==> src/rtl/bsg_tx_ctrl.sv <==
// Transmit sequencer: ping-pong byte buffer between the host write port and
// the Gray encoder/modulator, plus STATUS, INTFLAG and the interrupt request.
module bsg_tx_ctrl #(
    parameter int DW    = 8,
    parameter int CNT_W = 8
) (
    input  logic             SYS_CLK,
    input  logic             SYS_RST,
    input  logic [DW-1:0]    wr_data,
    input  logic             wr_valid,
    output logic             wr_ready,
    input  logic             tx_enable,
    input  logic             int_mask,
    input  logic             int_clr,
    input  logic             byte_done,
    output logic [DW-1:0]    data_0,
    output logic [DW-1:0]    data_1,
    output logic             data_flag,
    output logic             tx_active,
    output logic             int_flag,
    output logic             bsg_int,
    output logic [CNT_W-1:0] tx_count
);

    typedef enum logic {
        IDLE = 1'b0,
        RUN  = 1'b1
    } state_t;

    state_t           state_reg, state_next;
    logic [1:0]       full_reg, full_next;
    logic             wr_ptr_reg;
    logic             data_flag_reg, data_flag_next;
    logic             int_flag_reg, int_flag_next;
    logic [CNT_W-1:0] tx_count_reg, tx_count_next;
    logic [DW-1:0]    slot_reg [2];
    logic             wr_accept;

    assign wr_ready  = ~full_reg[wr_ptr_reg];
    assign wr_accept = wr_valid & wr_ready;

    always_comb begin
        state_next     = state_reg;
        full_next      = full_reg;
        data_flag_next = data_flag_reg;
        int_flag_next  = int_flag_reg;
        tx_count_next  = tx_count_reg;

        if (wr_accept)
            full_next[wr_ptr_reg] = 1'b1;
        if (int_clr)
            int_flag_next = 1'b0;

        case (state_reg)
            IDLE: begin
                if (tx_enable & full_reg[data_flag_reg])
                    state_next = RUN;
            end
            RUN: begin
                if (byte_done) begin
                    // A same-cycle write can only land in the other slot, so
                    // it counts toward keeping the stream going.
                    full_next[data_flag_reg] = 1'b0;
                    data_flag_next = ~data_flag_reg;
                    tx_count_next  = tx_count_reg + {{(CNT_W-1){1'b0}}, 1'b1};
                    if (!(tx_enable & full_next[~data_flag_reg]))
                        state_next = IDLE;
                    if (full_next == 2'b00)
                        int_flag_next = 1'b1;
                end
            end
            default: state_next = IDLE;
        endcase
    end

    always_ff @(posedge SYS_CLK) begin
        if (SYS_RST) begin
            state_reg     <= IDLE;
            full_reg      <= 2'b00;
            wr_ptr_reg    <= 1'b0;
            data_flag_reg <= 1'b0;
            int_flag_reg  <= 1'b0;
            tx_count_reg  <= '0;
        end else begin
            state_reg     <= state_next;
            full_reg      <= full_next;
            data_flag_reg <= data_flag_next;
            int_flag_reg  <= int_flag_next;
            tx_count_reg  <= tx_count_next;
            if (wr_accept)
                wr_ptr_reg <= ~wr_ptr_reg;
        end
    end

    generate
        for (genvar gi = 0; gi < 2; gi++) begin : g_slot
            always_ff @(posedge SYS_CLK) begin
                if (SYS_RST)
                    slot_reg[gi] <= '0;
                else if (wr_accept && (wr_ptr_reg == 1'(gi)))
                    slot_reg[gi] <= wr_data;
            end
        end
    endgenerate

    assign data_0    = slot_reg[0];
    assign data_1    = slot_reg[1];
    assign data_flag = data_flag_reg;
    assign tx_active = (state_reg == RUN);
    assign int_flag  = int_flag_reg;
    assign bsg_int   = int_flag_reg & int_mask;
    assign tx_count  = tx_count_reg;

endmodule

==> config.mk <==
export PLATFORM = sky130hd
export DESIGN_NAME = bsg_tx_ctrl
export DESIGN_NICKNAME = d
export VERILOG_FILES = /design/src/rtl/bsg_tx_ctrl.sv
export SDC_FILE = /design/constraint.sdc
export NUM_CORES = 1
export LEC_CHECK = 0
export CELL_PAD_IN_SITES_DETAIL_PLACEMENT = 1
export CELL_PAD_IN_SITES_GLOBAL_PLACEMENT = 1
export CORE_MARGIN = 2
export CORE_UTILIZATION = 30
export DETAILED_ROUTE_END_ITERATION = 8
export PLACE_DENSITY = 0.75
export SLEW_MARGIN = 10
export SYNTH_ARGS = -nofsm -noshare
export SYNTH_HDL_FRONTEND = slang
export SYNTH_SLANG_ARGS = --single-unit
==> constraint.sdc <==
create_clock -name SYS_CLK -period 2.18 [get_ports SYS_CLK]
set_clock_uncertainty 0.1 [all_clocks]
set_input_delay 0.436 -clock SYS_CLK [delete_from_list [all_inputs] [get_ports SYS_CLK]]
set_output_delay 0.436 -clock SYS_CLK [all_outputs]
set_load 0.05 [all_outputs]
==> key figures <==
Power
  • Maximum vdd drop: 0.255 mV
  • Sw power: 0.371 mW
  • Clock power share: 0.311
  • Combinational group share of total power: 0.194
  • Reg power frac: 0.494
  • Int Power: 0.942 mW
  • Leak pwr: 0.689 nW
  • Sw frac: 0.282
  • Pwr/cell area: 721 mW/mm^2

Cells and area
  • Synth-to-layout area growth: 46.4%
  • Final nets: 174
  • Ant diodes: 0
  • Largest register FFs: 16
  • Layout Cells excl Fill: 209
  • Share of cells above drive strength 1: 0.119

Route
  • WL final: 3170 um
  • Drt via density: 4.80
  • DRC viols: 0
  • Antenna viol nets, final: 0
  • Vias: 1004
  • Drt wl/cell: 15.2 um
  • Initial DRC count: 11
  • Pre-antenna DRT Iters: 4

Synthesis
  • Post-synthesis cell type count: 33
  • Post-Synthesis Net Count: 125
  • Synth top area cells: edfxtp_1, dfxtp_1, and2_1, and3_1, a21oi_1
  • Number of synthesized register bits: 30
  • Gate Count Post-Synth: 109
  • Mapped cell area: 0.00124 sq mm
  • Cell taking the most area after synthesis: edfxtp_1
  • Sequential share of the synthesized area: 0.612
  • Most frequent cell after synthesis: edfxtp_1
  • Number of synthesized flops with an enable pin: 16
  • Top FF cell, synth: edfxtp_1
  • Synthesized area per cell: 11.4 sq um
  • Synth async-reset ratio: 0
  • Synth top area share: 0.386
  • Yosys warning total: 0
  • Top post-synthesis cells by count: edfxtp_1, dfxtp_1, and2_1, a21oi_1, and3_1

Place
  • # port buffers: 43
  • HPWL after DPL: 2410 um
  • Gp weighted congestion: 0.757
  • Dpl ws: 0.0872 ns
  • Placed cell count: 201

CTS
  • Clk pin slew, worst setup/hold paths: 0.06 ns
  • TritonCTS Buffers: 5
  • Maximum root-to-sink buffer count: 2
  • Clock sink count: 30
  • TritonCTS clock tree: done
  • # hold bufs at CTS: 0
  • PostCTS Resize Cnt: 0
  • Setup bufs post-CTS: 0
  • H-tree levels: 2
  • Clk root buf: clkbuf_8
  • Clock latency at the later pin of the worst-skew pair: 0.28 ns

Critical path
  • Slowest cell on crit path: clkdlybuf4s50_1
  • Kind of start point of the critical path: flop
  • WS Path Type: flop to primary output
  • Bufs and invs on worst path: 1
  • Endpoint class of the critical path: primary output
  • CP arrival: 1.56 ns
  • Crit-path cells: clkdlybuf4s50_1
  • CP peak stage delay: 0.85 ns
  • Maximum fanout along the worst path: 7
  • Top delay family on crit path: buffers and inverters
  • Critical Path RT: 1.64 ns

Global routing
  • Grt total ovfl: 0
  • Vias in the first global route: 1017
  • Pin count of the biggest net entering global routing: 12
  • GRT Overall Usage: 0.148
  • Global-route wire length before repair: 4950 um
  • Initial antenna violation count: 0

STA
  • Final period demand of the worst path: 2.10 ns
  • Setup-failing EPs final: 0
  • Fin Setup TNS: 0 ns
  • RSZ-0062 raised after global routing: no
  • Max-slew headroom: 0.615
  • Hold Fails Final Rpt: 0
  • Setup slack after layout: 0.0811 ns
  • Worst-Margin Slew: 0.572 ns
  • Fmax: 0.476 GHz
  • Final worst-path cycle share: 0.963
  • Fin. max-slew vios: 0

Floorplan
  • Die ar.: 0.00468 sq mm
  • Die Ht: 68.4 um
  • Die X: 68.4 um
  • Row cnt: 23
  • Starting Density: 0.311
  • Core area: 0.00400 sq mm
  • # IOs: 44

Status
  • Status: finished clean

Hold path
  • HP Class: flop to flop

Job
  • Maxcap violations: 0
-- worst paths after layout --
check | endpoint | cells past startpoint | slack [ns] | startpoint
max | tx_count[3] | 1 | 0.08 | tx_count[3]$_SDFFE_PP0P_
min | tx_count[7]$_SDFFE_PP0P_ | 2 | 0.41 | tx_count[7]$_SDFFE_PP0P_
max reg2reg | tx_count[5]$_SDFFE_PP0P_ | 3 | 0.62 | tx_active$_SDFF_PP0_
min reg2reg | tx_count[7]$_SDFFE_PP0P_ | 2 | 0.41 | tx_count[7]$_SDFFE_PP0P_
-- power groups by stage --
stage,clock [mW],combinational [mW],sequential [mW]
CTS,0.420,0.258,0.649
detailed placement,0,0.256,0.661
finish,0.409,0.255,0.649
global placement,0,0.252,0.659
global route,0.448,0.271,0.653
floorplan,0,0.0611,0.751
-- placed cells by master, fill, tap and decap left out, types with 2 or more instances in the layout --
| master | count |
|---|---|
| nand4_1 | 2 |
| inv_1 | 3 |
| edfxtp_1 | 16 |
| o31ai_1 | 2 |
| or3_1 | 2 |
| nor3b_1 | 2 |
| buf_4 | 7 |
| o21ai_0 | 4 |
| or4_1 | 2 |
| nand2_1 | 4 |
| a21oi_1 | 8 |
| nand3_1 | 4 |
| clkdlybuf4s50_1 | 39 |
| nor2_1 | 7 |
| clkbuf_8 | 5 |
| and2_1 | 9 |
| and3_1 | 8 |
| dfxtp_1 | 14 |
| xor2_1 | 3 |
-- layout make-up --
cell class	instances	area, sq um
fillers	432	2180
multi-input cells	71	442
clock inverters	2	8.76
flip-flops and latches	30	761
clock buffers	6	72.6
well taps	50	62.6
repair buffers	47	463
inverters	3	11.3
-- logic make-up (layout without fill, tap and decap cells) --
logic type / after synthesis / in the layout / synth area share
compound gates: 20 / 20 / 0.103
flops: 30 / 30 / 0.612
mux: 2 / 2 / 0.0171
simple gates: 45 / 45 / 0.204
buf+inv: 8 / 58 / 0.0332
xor+xnor: 3 / 3 / 0.0211
fa+ha+maj: 1 / 1 / 0.0101
-- per-stage QoR --
stage / total power, mW / area (sq um) / util / hold WS [ns]
floorplan: 0.812 / 1240 / - / 0.394
global placement: 0.912 / 1740 / 0.435 / 0.363
detailed placement: 0.918 / 1740 / 0.435 / 0.397
CTS: 1.33 / 1820 / 0.455 / 0.414
global route: 1.37 / 1820 / 0.455 / 0.431
finish: 1.31 / 1820 / 0.455 / 0.406
-- per-layer routing --
layer	vias to the layer above	global-route usage	share of wire
li1	497	-	-
met1	458	0.164	0.40
met2	44	0.262	0.50
met3	5	0.0477	0.074
met4	0	0.0525	0.015
met5	-	0	0
Power figures use the tool's default switching activity.
